`config.mk`:
```
export PLATFORM = sky130hd
export DESIGN_NAME = decode_stage_flat
export DESIGN_NICKNAME = d
export VERILOG_FILES = /design/src/rtl/decode_stage_if.sv /design/src/rtl/decode_stage.sv /design/src/flat_wrapper.sv
export SDC_FILE = /design/constraint.sdc
export NUM_CORES = 1
export LEC_CHECK = 0
export CAP_MARGIN = 20
export CORE_ASPECT_RATIO = 0.5
export CORE_MARGIN = 2
export CORE_UTILIZATION = 45
export DETAILED_ROUTE_END_ITERATION = 8
export GPL_ROUTABILITY_DRIVEN = 1
export PLACE_DENSITY = 0.83
export SYNTH_ARGS = -nofsm -noshare
export SYNTH_HDL_FRONTEND = slang
export SYNTH_SLANG_ARGS = --single-unit
```
`constraint.sdc`:
```
create_clock -name clk -period 9.13 [get_ports clk]
set_clock_uncertainty 0.15 [all_clocks]
set_input_delay 1.3695 -clock clk [delete_from_list [all_inputs] [get_ports clk]]
set_output_delay 1.3695 -clock clk [all_outputs]
set_load 0.02 [all_outputs]
```
`src/rtl/decode_stage_if.sv`:
```
// Handshake bundles between fetch and decode, and decode and execute.
// Masters drive valid plus payload; slaves drive ready.
interface fetch_if #(
  parameter int XLEN = 64
);
  logic            valid;
  logic            ready;
  logic [31:0]     instr;
  logic [XLEN-1:0] pc;

  modport master (output valid, instr, pc, input ready);
  modport slave  (input valid, instr, pc, output ready);
endinterface

interface decode_if #(
  parameter int XLEN = 64
);
  logic            valid;
  logic            ready;
  logic [XLEN-1:0] pc;
  logic [4:0]      rs1;
  logic [4:0]      rs2;
  logic [4:0]      rd;
  logic [XLEN-1:0] imm;
  logic [2:0]      fmt;
  logic [15:0]     ctrl;
  logic            illegal;

  modport master (
    output valid, pc, rs1, rs2, rd, imm, fmt, ctrl, illegal,
    input  ready
  );
  modport slave (
    input  valid, pc, rs1, rs2, rd, imm, fmt, ctrl, illegal,
    output ready
  );
endinterface

```
`src/rtl/decode_stage.sv`:
```
// RV64I instruction decode behind one valid/ready pipeline register.
// ctrl = {rw, mrd, mwr, msz[1:0], muns, uimm, br, jmp, word, alu[3:0], ecall, ebreak}.
module decode_stage #(
  parameter int XLEN = 64
) (
  input  logic            clk,
  input  logic            reset,
  input  logic            flush,
  fetch_if.slave          fetch,
  decode_if.master        decode,
  output logic [XLEN-1:0] id_count
);
  localparam logic [2:0] FR = 3'd0, FI = 3'd1, FS = 3'd2, FB = 3'd3;
  localparam logic [2:0] FU = 3'd4, FJ = 3'd5, FSYS = 3'd6;

  localparam logic [3:0] A_ADD = 4'd0, A_SUB = 4'd1, A_SLL = 4'd2;
  localparam logic [3:0] A_SLT = 4'd3, A_SLTU = 4'd4, A_XOR = 4'd5;
  localparam logic [3:0] A_SRL = 4'd6, A_SRA = 4'd7, A_OR = 4'd8;
  localparam logic [3:0] A_AND = 4'd9;

  function automatic logic [3:0] alu_of(
    input logic [2:0] f3,
    input logic       alt
  );
    logic [3:0] op;
    unique case (f3)
      3'd0: op = alt ? A_SUB : A_ADD;
      3'd1: op = A_SLL;
      3'd2: op = A_SLT;
      3'd3: op = A_SLTU;
      3'd4: op = A_XOR;
      3'd5: op = alt ? A_SRA : A_SRL;
      3'd6: op = A_OR;
      3'd7: op = A_AND;
    endcase
    return op;
  endfunction

  logic [31:0] ins;
  logic [2:0]  f3;
  logic [6:0]  f7;
  assign ins = fetch.instr;
  assign f3  = ins[14:12];
  assign f7  = ins[31:25];

  logic [XLEN-1:0] imm_i, imm_s, imm_b, imm_u, imm_j;
  assign imm_i = {{(XLEN-12){ins[31]}}, ins[31:20]};
  assign imm_s = {{(XLEN-12){ins[31]}}, ins[31:25], ins[11:7]};
  assign imm_b = {{(XLEN-13){ins[31]}}, ins[31], ins[7],
                  ins[30:25], ins[11:8], 1'b0};
  assign imm_u = {{(XLEN-32){ins[31]}}, ins[31:12], 12'b0};
  assign imm_j = {{(XLEN-21){ins[31]}}, ins[31], ins[19:12],
                  ins[20], ins[30:21], 1'b0};

  logic            bad, rw, mr, mw, mu, ui, br, jp, wd, ec, eb;
  logic [1:0]      msz;
  logic [3:0]      alu;
  logic [2:0]      fmt;
  logic [XLEN-1:0] imm;
  logic [4:0]      rs1, rs2, rd;
  logic [15:0]     ctrl;
  logic [2:0]      fmt_o;
  logic [XLEN-1:0] imm_o;

  // Opcode decode: format, immediate, control flags and legality.
  always_comb begin
    bad = 1'b0;
    rw  = 1'b0;
    mr  = 1'b0;
    mw  = 1'b0;
    mu  = 1'b0;
    ui  = 1'b0;
    br  = 1'b0;
    jp  = 1'b0;
    wd  = 1'b0;
    ec  = 1'b0;
    eb  = 1'b0;
    msz = 2'b00;
    alu = A_ADD;
    fmt = FSYS;
    imm = '0;
    unique case (ins[6:0])
      7'h37, 7'h17: begin
        fmt = FU; imm = imm_u; rw = 1'b1; ui = 1'b1;
      end
      7'h6f: begin
        fmt = FJ; imm = imm_j; rw = 1'b1; ui = 1'b1; jp = 1'b1;
      end
      7'h67: begin
        fmt = FI; imm = imm_i; rw = 1'b1; ui = 1'b1; jp = 1'b1;
      end
      7'h63: begin
        fmt = FB; imm = imm_b; br = 1'b1;
        alu = f3[2] ? (f3[1] ? A_SLTU : A_SLT) : A_SUB;
        bad = (f3[2:1] == 2'b01);
      end
      7'h03: begin
        fmt = FI; imm = imm_i; rw = 1'b1; mr = 1'b1; ui = 1'b1;
        msz = f3[1:0]; mu = f3[2];
        bad = (f3 == 3'd7);
      end
      7'h23: begin
        fmt = FS; imm = imm_s; mw = 1'b1; ui = 1'b1;
        msz = f3[1:0];
        bad = f3[2];
      end
      7'h13: begin
        fmt = FI; imm = imm_i; rw = 1'b1; ui = 1'b1;
        alu = alu_of(f3, f3 == 3'd5 && ins[30]);
        if (f3 == 3'd1)
          bad = (ins[31:26] != 6'h00);
        else if (f3 == 3'd5)
          bad = (ins[31:26] != 6'h00) && (ins[31:26] != 6'h10);
      end
      7'h33: begin
        fmt = FR; rw = 1'b1;
        alu = alu_of(f3, ins[30]);
        bad = !((f7 == 7'h00) ||
                (f7 == 7'h20 && (f3 == 3'd0 || f3 == 3'd5)));
      end
      7'h1b: begin
        fmt = FI; imm = imm_i; rw = 1'b1; ui = 1'b1; wd = 1'b1;
        alu = alu_of(f3, f3 == 3'd5 && ins[30]);
        if (f3 == 3'd1)
          bad = (f7 != 7'h00);
        else if (f3 == 3'd5)
          bad = (f7 != 7'h00) && (f7 != 7'h20);
        else
          bad = (f3 != 3'd0);
      end
      7'h3b: begin
        fmt = FR; rw = 1'b1; wd = 1'b1;
        alu = alu_of(f3, ins[30]);
        bad = !(((f3 == 3'd0 || f3 == 3'd5) &&
                 (f7 == 7'h00 || f7 == 7'h20)) ||
                (f3 == 3'd1 && f7 == 7'h00));
      end
      7'h0f: begin
        fmt = FI; imm = imm_i;
      end
      7'h73: begin
        ec  = (ins == 32'h0000_0073);
        eb  = (ins == 32'h0010_0073);
        bad = !(ec || eb);
      end
      default: bad = 1'b1;
    endcase
    if (ins[1:0] != 2'b11)
      bad = 1'b1;
  end

  // Operand fields gated by format; illegal words squash the whole bundle.
  always_comb begin
    rs1   = '0;
    rs2   = '0;
    rd    = '0;
    ctrl  = '0;
    fmt_o = FSYS;
    imm_o = '0;
    if (!bad) begin
      fmt_o = fmt;
      imm_o = imm;
      if (fmt == FR || fmt == FI || fmt == FS || fmt == FB)
        rs1 = ins[19:15];
      if (fmt == FR || fmt == FS || fmt == FB)
        rs2 = ins[24:20];
      if (fmt == FR || fmt == FI || fmt == FU || fmt == FJ)
        rd = ins[11:7];
      ctrl = {rw && (rd != 5'd0), mr, mw, msz, mu, ui,
              br, jp, wd, alu, ec, eb};
    end
  end

  logic            v_q, ill_q;
  logic [XLEN-1:0] pc_q, imm_q;
  logic [4:0]      rs1_q, rs2_q, rd_q;
  logic [2:0]      fmt_q;
  logic [15:0]     ctrl_q;
  logic            accept, handoff;

  assign fetch.ready = (!v_q || decode.ready) && !flush;
  assign accept      = fetch.valid && fetch.ready;
  assign handoff     = v_q && decode.ready;

  // Occupancy and handoff counter; flush wins over everything.
  always_ff @(posedge clk or posedge reset) begin
    if (reset) begin
      v_q      <= 1'b0;
      id_count <= '0;
    end else begin
      if (flush)
        v_q <= 1'b0;
      else if (accept)
        v_q <= 1'b1;
      else if (handoff)
        v_q <= 1'b0;
      if (handoff && !flush)
        id_count <= id_count + XLEN'(1);
    end
  end

  // Bundle register loads only on accept, so it holds during stalls.
  always_ff @(posedge clk or posedge reset) begin
    if (reset) begin
      pc_q   <= '0;
      imm_q  <= '0;
      rs1_q  <= '0;
      rs2_q  <= '0;
      rd_q   <= '0;
      fmt_q  <= '0;
      ctrl_q <= '0;
      ill_q  <= 1'b0;
    end else if (accept) begin
      pc_q   <= fetch.pc;
      imm_q  <= imm_o;
      rs1_q  <= rs1;
      rs2_q  <= rs2;
      rd_q   <= rd;
      fmt_q  <= fmt_o;
      ctrl_q <= ctrl;
      ill_q  <= bad;
    end
  end

  assign decode.valid   = v_q;
  assign decode.pc      = pc_q;
  assign decode.imm     = imm_q;
  assign decode.rs1     = rs1_q;
  assign decode.rs2     = rs2_q;
  assign decode.rd      = rd_q;
  assign decode.fmt     = fmt_q;
  assign decode.ctrl    = ctrl_q;
  assign decode.illegal = ill_q;
endmodule

```
`src/flat_wrapper.sv`:
```
// flat-port wrapper written by rule: the top's interface ports become plain ports
module decode_stage_flat 
#(
  parameter int XLEN = 64
)
  (clk, reset, flush, id_count, fetch_valid, fetch_instr, fetch_pc, fetch_ready, decode_valid, decode_pc, decode_rs1, decode_rs2, decode_rd, decode_imm, decode_fmt, decode_ctrl, decode_illegal, decode_ready);
  fetch_if #(.XLEN(XLEN)) fetch_i ();
  decode_if #(.XLEN(XLEN)) decode_i ();
  input  logic clk;
  input  logic reset;
  input  logic flush;
  output logic [XLEN-1:0] id_count;
  input wire logic [$bits(fetch_i.valid)-1:0] fetch_valid;
  input wire logic [$bits(fetch_i.instr)-1:0] fetch_instr;
  input wire logic [$bits(fetch_i.pc)-1:0] fetch_pc;
  output wire logic [$bits(fetch_i.ready)-1:0] fetch_ready;
  output wire logic [$bits(decode_i.valid)-1:0] decode_valid;
  output wire logic [$bits(decode_i.pc)-1:0] decode_pc;
  output wire logic [$bits(decode_i.rs1)-1:0] decode_rs1;
  output wire logic [$bits(decode_i.rs2)-1:0] decode_rs2;
  output wire logic [$bits(decode_i.rd)-1:0] decode_rd;
  output wire logic [$bits(decode_i.imm)-1:0] decode_imm;
  output wire logic [$bits(decode_i.fmt)-1:0] decode_fmt;
  output wire logic [$bits(decode_i.ctrl)-1:0] decode_ctrl;
  output wire logic [$bits(decode_i.illegal)-1:0] decode_illegal;
  input wire logic [$bits(decode_i.ready)-1:0] decode_ready;
  assign fetch_i.valid = fetch_valid;
  assign fetch_i.instr = fetch_instr;
  assign fetch_i.pc = fetch_pc;
  assign fetch_ready = fetch_i.ready;
  assign decode_valid = decode_i.valid;
  assign decode_pc = decode_i.pc;
  assign decode_rs1 = decode_i.rs1;
  assign decode_rs2 = decode_i.rs2;
  assign decode_rd = decode_i.rd;
  assign decode_imm = decode_i.imm;
  assign decode_fmt = decode_i.fmt;
  assign decode_ctrl = decode_i.ctrl;
  assign decode_illegal = decode_i.illegal;
  assign decode_i.ready = decode_ready;
  decode_stage #(.XLEN(XLEN)) u_core (.clk(clk), .reset(reset), .flush(flush), .fetch(fetch_i), .decode(decode_i), .id_count(id_count));
endmodule
```
==> impl_results.md, run 1 <==
- Outcome: finished clean
- Layout cells sized above 1: under 10%
- Final Max Tran Viols: 0
- Clock Sinks: 196
- Hold buffers post-CTS: 0
- Share of the synthesized area in the top cell type: 54.47%
- PD cells: 161.0 nW/um^2
- Max IR drop VDD: 112.6 uV
- Final cell count without fillers: approximately 1400
- Largest net degree at the start of global routing: roughly 120
- Setup TNS: 0 ps
- Final hold violations: 0
- Mapped cell area: 9005 um^2
- Worst Hold Depth: 1
- Total Die Area: between 20000 and 25000 um^2
- Clk slew on worst S/H paths: roughly 70 ps
- Ranking of synthesized cells by area: dfrtp_1 (54%), nand2_1 (9.8%), a32o_1 (5.8%)
- Area grow syn2layout: 42.29%
- Flops & latches, synth: 196
- WS Path Type: input port to output port
- Worst Setup Start Kind: input port
- RSZ-0062 raised after global routing: no
- Post-synthesis sequential area ratio: 54.47%
- Worst endpoint data arrival time: 2880 ps
- Max Fclk: 227.2 MHz
- Nets: between 1000 and 1500
- Crit path capture type: output port
- Overflow after GRT: 0
- Hold Path End: u_core.id_count[63]
- Post-Synthesis Cells: 888
- First-pass GRT wire length: 42.42 mm
- Max-cap check violation count: 0
- DR pass1 iterations: 5
- Final setup fails: 0
- Total number of vias: 7906
- DR WL/cell: 18.47 um
- Placed cells: 1404
- H-tree depth: 4
- Post-CTS setup buffers: 0
- Starting Density: 46.06%
- Antenna-violating nets left: 0
- Reg-to-Reg Start: u_core.decode.valid
- Die Span Y: 104.0 um
- Total power after layout: 2.063 mW
- DRC viols: 0
- Row Count: 36
- Avg Cell Area, Syn: 10.14 um^2
- Tcrit/Tclk final: 48.21%
- Hold path start: u_core.id_count[63]
- Inserted Diodes: 0
- Area leader, netlist: dfrtp_1
- Vias/cell: approximately 5.5
- Vias in the first global route: 7879
- Hpwl dp: 18.97 mm
- Top_reg_cell synth: dfrtp_1
- Asr flop ratio synth: 100.0%
- R2r endpoint: u_core.decode.imm[2]
- Port Buf Inserts: 329
- Post-synth EDFFs: 0
- CTS tree: built
- Die Wd: 204.1 um
- Io pins: 330
- Crit path launch: decode_ready
- Worst Hold Class: register to register
- Synth unique cells: 61
- Worst slew pin tran: 1018 ps
- CP required: 7610 ps
- CTS Buf Count: 17
- Final std cell area, no fill: 12810 um^2
- DRT iter0 DRCs: around 630
- Core ar.: 19550 um^2
- Routed Wire Length: 26.55 mm
- P_leak: 5.859 nW
- Initial antenna violation count: 0
- Slew Limit Headroom: 32.12%
- Area post-placement: 12200 um^2
- R2R cell count: 8
- Clock root buffer: clkbuf_16
- Post-CTS sizing: 0
- Post-synth net total: 990
- Max Fanout on Critical Path: 3
- Flop2flop setup slack: 5930 ps
- GP Congestion: 0.9131
- Clk_lat worst skew: 430 ps
- Tot GR Track Use: 25.14%
- Syn. warnings: 0
- Clock buffer depth: 2
- Crit path time final: ~4400 ps
per-stage QoR:
stage                     hold slack [ps]  setup WS, ps  util, %
after floorplan                     427.7          2270        -
after global placement              307.1          4477    62.38
after detailed placement            311.2          4370    62.41
after CTS                           324.1          4739    65.37
after global routing                350.6          4702    65.55
final                               321.9          4729    65.55
layout by cell type (no fill, tap or decap), types with 3 or more instances in the layout:
cell type        count
nand4_1             23
nand2b_1             5
buf_4                4
a21boi_0             3
nor2b_1              7
o211ai_1             3
nand2_1            233
clkbuf_16           17
clkbuf_8             4
inv_1                8
and3_1              17
a21oi_1             13
o21ai_0             10
nor4_1               5
or2_2                3
dfrtp_1            196
a31oi_1              3
clkdlybuf4s50_1    329
nand3_1             27
a21o_1              20
xnor2_1             45
nor3_1              11
xor2_1              18
and4_1              11
a22o_1              15
a32o_1              52
inv_6                3
nor2_1              36
power breakdown:
part | leakage (nW) | internal, mW | switching (mW) | total, mW
Combinational | 2.97 | 0.165 | 0.199 | 0.364
Clock | 0.280 | 0.408 | 0.334 | 0.742
Sequential | 2.61 | 0.920 | 0.0370 | 0.957
Total | 5.86 | 1.49 | 0.570 | 2.06
layout make-up:
cell class | count | area, um^2
Clock buffer | 22 | 484.2
Multi-Input combinational cell | 599 | 3593
Clock inverter | 9 | 93.84
Sequential cell | 196 | 4905
Timing Repair Buffer | 336 | 3363
Fill cell | 1499 | 6735
Tap cell | 266 | 332.8
Inverter | 9 | 41.29
Yosys cell counts (3+ instances only):
| cell | instances |
|---|---|
| nand2_1 | 234 |
| dfrtp_1 | 196 |
| a32o_1 | 52 |
| xnor2_1 | 45 |
| buf_4 | 41 |
| nor2_1 | 36 |
| clkbuf_1 | 31 |
| nand3_1 | 27 |
| nand4_1 | 23 |
| a21o_1 | 20 |
| xor2_1 | 18 |
| and3_1 | 17 |
| a22o_1 | 15 |
| a21oi_1 | 13 |
| and4_1 | 11 |
| nor3_1 | 11 |
| o21ai_0 | 10 |
| inv_1 | 9 |
| buf_2 | 7 |
| nor2b_1 | 7 |
| nand2b_1 | 5 |
| nor4_1 | 5 |
| a21boi_0 | 3 |
| a31oi_1 | 3 |
| and2_1 | 3 |
| buf_1 | 3 |
| o211ai_1 | 3 |
| or2_2 | 3 |
kinds of logic after synthesis:
group / count (synthesis) / synth area share [%]
AND/OR/NAND/NOR: 399 / 20.97
multiplexers: 1 / 0.1250
buffers and inverters: 93 / 5.780
AO/OA/AOI/OAI: 135 / 12.39
adder cells (fa/ha/maj): 1 / 0.1389
XOR/XNOR: 63 / 6.128
flip-flops: 196 / 54.47
worst max-delay path, cell delays in order:
cell and delay [ps]:
clkdlybuf4s50_1 490, nor2b_1 80, nor2_1 250, clkdlybuf4s50_1 690
registers in the layout, summed over array words and instances (netlist names):
name / flops
u_core.decode.valid: 1
u_core.decode.ctrl: 16
u_core.decode.rs1: 5
u_core.decode.rs2: 5
u_core.id_count: 64
u_core.decode.rd: 5
u_core.decode.pc: 64
u_core.decode.fmt: 3
u_core.decode.imm: 32
u_core.decode.illegal: 1
how the worst max path moves through the flow:
| stage | end | cells past startpoint |
|---|---|---|
| 2_1_floorplan | u_core.decode.ctrl[0] | 1 |
| 3_3_place_gp | u_core.decode.rs1[1] | 7 |
| 3_5_place_dp | u_core.decode.imm[9] | 7 |
| 4_1_cts | fetch_ready | 4 |
| 5_1_grt | fetch_ready | 4 |
| 6_report | fetch_ready | 4 |
per-layer routing:
| metal | vias to the layer above | wire length [um] | track usage, % |
|---|---|---|---|
| met3 | 60 | 1267 | 3.916 |
| met2 | 317 | 13440 | 43.34 |
| met5 | - | 0 | 0 |
| met4 | 0 | 873 | 9.679 |
| met1 | 3924 | 10960 | 31.97 |
| li1 | 3605 | - | - |
(Power assumes the default switching activity.)
==> inputs of run 2 (changes only) <==
- clock period: 9.13 -> 4.5 ns (I/O delays scaled with it)
==> run 2 against run 1 <==
Net effect: combinational power up 100%; wire length up 0.86%; setup slack got worse by 3400 ps; non-clock buffer count up 8; critical path depth is 3 higher; global-route usage rose by 0.33 points; die area is the same; power up 110%; sequential share of layout area fell by 0.28 points; clock power grew 110%; utilization is 0.49 points higher; via count fell by 1.3%; largest cell class unchanged; highest routed layer unchanged.
==> impl_results.md, run 2 (synthesized netlist as in run 1, its figures left out) <==
- Port Buf Inserts: 329 (unchanged)
- DRT iter0 DRCs: 660 (+4.6%)
- Crit path capture type: register
- Worst Hold Depth: 1 (unchanged)
- R2R cell count: 6 (-2)
- Slew Limit Headroom: 37.40% (+5.3 points)
- RSZ-0062 raised after global routing: no
- Area grow syn2layout: 43.35%
- CTS tree: built
- Outcome: finished clean
- DP Worst Slack: 942.3 ps (-3428 ps)
- Hpwl dp: 19.25 mm (+1.5%)
- Clk slew on worst S/H paths: 70 ps (about the same)
- Hold path start: u_core.id_count[63]
- Row Count: 36 (unchanged)
- Final hold violations: 0 (unchanged)
- Layout fillers: 1520 (+1.4%)
- Worst Hold Class: register to register
- Worst slew pin tran: 939.0 ps (-79.16 ps)
- Antenna-violating nets left: 0 (unchanged)
- Final worst slack: 1293 ps (-3435 ps)
- Max Fclk: around 310 MHz
- P_leak: 5.898 nW (+0.67%)
- Worst endpoint data arrival time: 3430 ps (+550 ps)
- Tcrit/Tclk final: 71.26%
- CTS Buf Count: 17 (unchanged)
- Overflow after GRT: 0 (unchanged)
- Crit path launch: fetch_instr[3]
- Max IR drop VDD: 230.1 uV (+100%)
- Vias in the first global route: 7619 (-3.3%)
- Layout cells sized above 1: 5.174% (+0.56 points)
- DRC viols: 0 (unchanged)
- Initial antenna violation count: 0 (unchanged)
- Clock root buffer: clkbuf_16
- Max-cap check violation count: 0 (unchanged)
- CP required: 4720 ps (-2890 ps)
- Post-CTS sizing: 0 (unchanged)
- Largest net degree at the start of global routing: 108 (-11%)
- Inserted Diodes: 0 (unchanged)
- Vias/cell: 5.403 (-1.8%)
- PD cells: 328.3 nW/um^2 (+100%)
- Routed Wire Length: 26.77 mm (+0.86%)
- Total power after layout: 4.238 mW (+110%)
- WS Path Type: input port to register
- Final setup fails: 0 (unchanged)
- Total Die Area: 21230 um^2 (unchanged)
- Reg-to-Reg Start: u_core.id_count[10]
- Commonest non-fill, non-tap cell in the layout: clkdlybuf4s50_1
- Total number of vias: 7807 (-1.3%)
- Starting Density: 46.06% (unchanged)
- DR WL/cell: 18.53 um (+0.30%)
- Clock buffer depth: 2 (unchanged)
- Io pins: 330 (unchanged)
- Clock Sinks: 196 (unchanged)
- Crit path time final: 3207 ps
- Max Fanout on Critical Path: 18 (+15)
- Clk_lat worst skew: 430 ps (about the same)
- Most frequent cells in the layout: clkdlybuf4s50_1 (329), nand2_1 (233), dfrtp_1 (196), a32o_1 (52), xnor2_1 (45)
- Core ar.: 19550 um^2 (unchanged)
- Die Wd: 204.1 um (unchanged)
- Hold buffers post-CTS: 0 (unchanged)
- H-tree depth: 4 (unchanged)
- Final Max Tran Viols: 0 (unchanged)
- Nets: 1269 (+0.63%)
- First-pass GRT wire length: 42.46 mm (about the same)
- Setup TNS: 0 ps (unchanged)
- Post-CTS setup buffers: 0 (unchanged)
- GP Congestion: 0.9166 (+0.38%)
- Tot GR Track Use: 25.47% (+0.33 points)
- Worst Setup Start Kind: input port
- DR pass1 iterations: 5 (unchanged)
- Die Span Y: 104.0 um (unchanged)
## run 2: changes by cell type in the layout (fill, tap and decap cells not counted), sizes merged
cell | previous run | this run
buf | 6 | 15
bufinv | 1 | 3
clkbuf | 23 | 19
clkinvlp | 2 | 5
inv | 12 | 10
## run 2: worst paths after layout
path                                        endpoint  slack [ps]
worst max-delay path            u_core.decode.rs1[1]        1290
worst min-delay path             u_core.id_count[63]         320
worst max register to register   u_core.id_count[50]        1670
worst min register to register   u_core.id_count[63]         320
max in group asynchronous       u_core.decode.pc[34]        3030
min in group asynchronous         u_core.id_count[9]         540
## run 2: metrics by stage
| stage | instance area (um^2) | utilization (%) | hold WS (ps) | cells |
|---|---|---|---|---|
| 5_1_grt | 12910 | 66.03 | 343.6 | 1445 |
| 6_report | 12910 | 66.03 | 322.3 | 1445 |
| 2_1_floorplan | 9009 | - | 427.7 | 888 |
| 3_5_place_dp | 12290 | 62.88 | 310.3 | 1413 |
| 3_3_place_gp | 12290 | 62.88 | 304.7 | 1413 |
| 4_1_cts | 12880 | 65.89 | 323.9 | 1444 |
## run 2: where the power goes
| group | internal (mW) | total, mW | switching, mW |
|---|---|---|---|
| clock | 0.874 | 1.55 | 0.680 |
| sequential | 1.87 | 1.94 | 0.0730 |
| combinational | 0.340 | 0.744 | 0.404 |
## run 2: worst max-delay path, stage by stage
cell             delay, ps
clkdlybuf4s50_1        730
nand4bb_1              410
nor3_1                 530
a21o_1                 230
a21oi_1                 60
nor2b_1                530
a32o_1                 260
## run 2: per-layer routing
metal	GRT usage, %	vias up	routed length [um]
met1	33.09	3850	11280
met2	43.05	283	13420
met3	4.480	49	1330
met4	9.058	0	750
li1	-	3625	-
met5	0	-	0
## run 2: final cells by class
class | count | area, um^2 | area share (%)
clock inverter | 12 | 156.4 | 1.212
multi-input combinational | 599 | 3593 | 27.84
tap | 266 | 332.8 | 2.578
inverter | 9 | 37.54 | 0.2908
sequential | 196 | 4905 | 38.00
clock buffer | 19 | 432.9 | 3.354
timing repair buffer | 344 | 3451 | 26.73
==> inputs of run 3 (changes only) <==
- clock period: 4.5 -> 3.25 ns (I/O delays scaled with it)
==> run 3 against run 2 <==
Net effect: first-iteration DRC count grew 1.4%; design area grew 2.4%; register-to-register slack lost 1000 ps; non-clock buffer count grew 31; wire length grew 0.69%; highest routed layer unchanged.
==> impl_results.md, run 3 (synthesized netlist as in run 1, its figures left out) <==
- Tcrit/Tclk final: 83.72%
- CTS tree: built
- Worst endpoint data arrival time: 2080 ps (-1350 ps)
- Total Die Area: 21230 um^2 (unchanged)
- Port Buf Inserts: 329 (unchanged)
- Post-CTS sizing: 0 (unchanged)
- Post-CTS setup buffers: 0 (unchanged)
- Clock root buffer: clkbuf_16
- Crit path capture type: output port
- Layout fillers: 1476 (-2.9%)
- Clock buffer depth: 2 (unchanged)
- Max Fanout on Critical Path: 34 (+16)
- Initial antenna violation count: 0 (unchanged)
- Max-cap check violation count: 0 (unchanged)
- Overflow after GRT: 0 (unchanged)
- Reg-to-Reg Start: u_core.id_count[10]
- Worst slew pin tran: 925.2 ps (-13.85 ps)
- Worst Hold Depth: 1 (unchanged)
- DR pass1 iterations: 5 (unchanged)
- H-tree depth: 4 (unchanged)
- Area grow syn2layout: 46.76%
- Worst Setup Start Kind: register
- Final Max Tran Viols: 0 (unchanged)
- Die Span Y: 104.0 um (unchanged)
- Max Fclk: about 370 MHz
- Hold buffers post-CTS: 0 (unchanged)
- Die Wd: 204.1 um (unchanged)
- Clk_lat worst skew: 430 ps (about the same)
- PD cells: 450.2 nW/um^2 (+37%)
- Largest net degree at the start of global routing: 89 (-18%)
- Commonest non-fill, non-tap cell in the layout: clkdlybuf4s50_1
- DRT iter0 DRCs: 669 (+1.4%)
- Clk slew on worst S/H paths: 70 ps (about the same)
- Nets: 1300 (+2.4%)
- Crit path time final: around 2700 ps
- Final worst slack: 529.1 ps (-764.2 ps)
- Outcome: finished clean
- RSZ-0062 raised after global routing: no
- Most frequent cells in the layout: clkdlybuf4s50_1 (329), nand2_1 (233), dfrtp_1 (196), a32o_1 (52), xnor2_1 (45)
- Vias/cell: 5.397 (-0.11%)
- Total number of vias: 7971 (+2.1%)
- Tot GR Track Use: 25.66% (+0.18 points)
- Final hold violations: 0 (unchanged)
- Hpwl dp: 19.99 mm (+3.9%)
- Layout cells sized above 1: 7.680% (+2.5 points)
- CP peak stage delay: 900 ps (+170 ps)
- Antenna-violating nets left: 0 (unchanged)
- Final setup fails: 0 (unchanged)
- Critical Path, Cell by Cell: clkdlybuf4s50_1
- R2r endpoint: u_core.id_count[56]
- CP bufs+invs: 1 (unchanged)
- Inserted Diodes: 0 (unchanged)
- Io pins: 330 (unchanged)
- P_leak: 6.094 nW (+3.3%)
- Starting Density: 46.06% (unchanged)
- Hold path start: u_core.id_count[63]
- First-pass GRT wire length: 43.01 mm (+1.3%)
- Core ar.: 19550 um^2 (unchanged)
- R2R cell count: 6 (unchanged)
- Slew Limit Headroom: 38.32% (+0.92 points)
- Vias in the first global route: 7798 (+2.3%)
- Hold Path End: u_core.id_count[63]
- Clock Sinks: 196 (unchanged)
- DR WL/cell: 18.25 um (-1.5%)
- GP Congestion: 0.9409 (+2.7%)
- CP top delay family: flip-flops
- CP required: 2610 ps (-2110 ps)
- Flop2flop setup slack: 640 ps (-1030 ps)
- Row Count: 36 (unchanged)
- WS Path Type: register to output port
- Routed Wire Length: 26.96 mm (+0.69%)
- DRC viols: 0 (unchanged)
- Setup TNS: 0 ps (unchanged)
- CTS Buf Count: 17 (unchanged)
- Worst Hold Class: register to register
- Max IR drop VDD: 297.1 uV (+29%)
- DP Worst Slack: 152.7 ps (-789.5 ps)
- Critical-path top delay cell: dfrtp_1
[run 3: layer usage]
layer	up-vias	wire length, um	global-route usage (%)
met4	0	824	9.731
met1	3946	11280	33.94
li1	3681	-	-
met2	287	13420	42.69
met5	-	0	0
met3	57	1436	4.073
[run 3: final cells by class]
type                            instances  area [um^2]  area share [%]
Clock inverter                         10        146.4           1.108
Inverter                                9        37.54          0.2840
Tap cell                              266        332.8           2.518
Clock buffer                           22        474.2           3.588
Sequential cell                       196         4905           37.11
Multi-Input combinational cell        599         3593           27.19
Timing Repair Buffer                  375         3726           28.20
[run 3: worst max-delay path by stage]
stage                          start                    end  slack [ps]  cells past startpoint
3_5_place_dp         fetch_instr[27]   u_core.decode.rs1[3]         150                      8
4_1_cts        u_core.decode.imm[62]         decode_imm[35]         480                      1
3_3_place_gp         fetch_instr[27]    u_core.decode.rd[4]         250                      7
2_1_floorplan                  reset  u_core.decode.ctrl[0]          80                      1
5_1_grt        u_core.decode.imm[62]         decode_imm[47]         370                      1
6_report       u_core.decode.imm[62]         decode_imm[35]         530                      1
[run 3: metrics by stage]
step                hold WS, ps  util [%]  power, mW  area, um^2  std cells
finish                    317.7     67.60      5.950       13220       1477
global route              346.6     67.60      6.190       13220       1477
CTS                       324.0     67.60      5.995       13220       1477
detailed placement        310.9     64.43      3.793       12590       1445
global placement          304.5     64.43      3.768       12590       1445
floorplan                 403.9         -      3.192        9009        888
[run 3: power breakdown]
part	internal, mW	switching, mW	leakage [nW]	total [mW]
sequential	2.59	0.102	2.61	2.69
clock	1.28	0.917	0.301	2.20
combinational	0.496	0.568	3.18	1.06
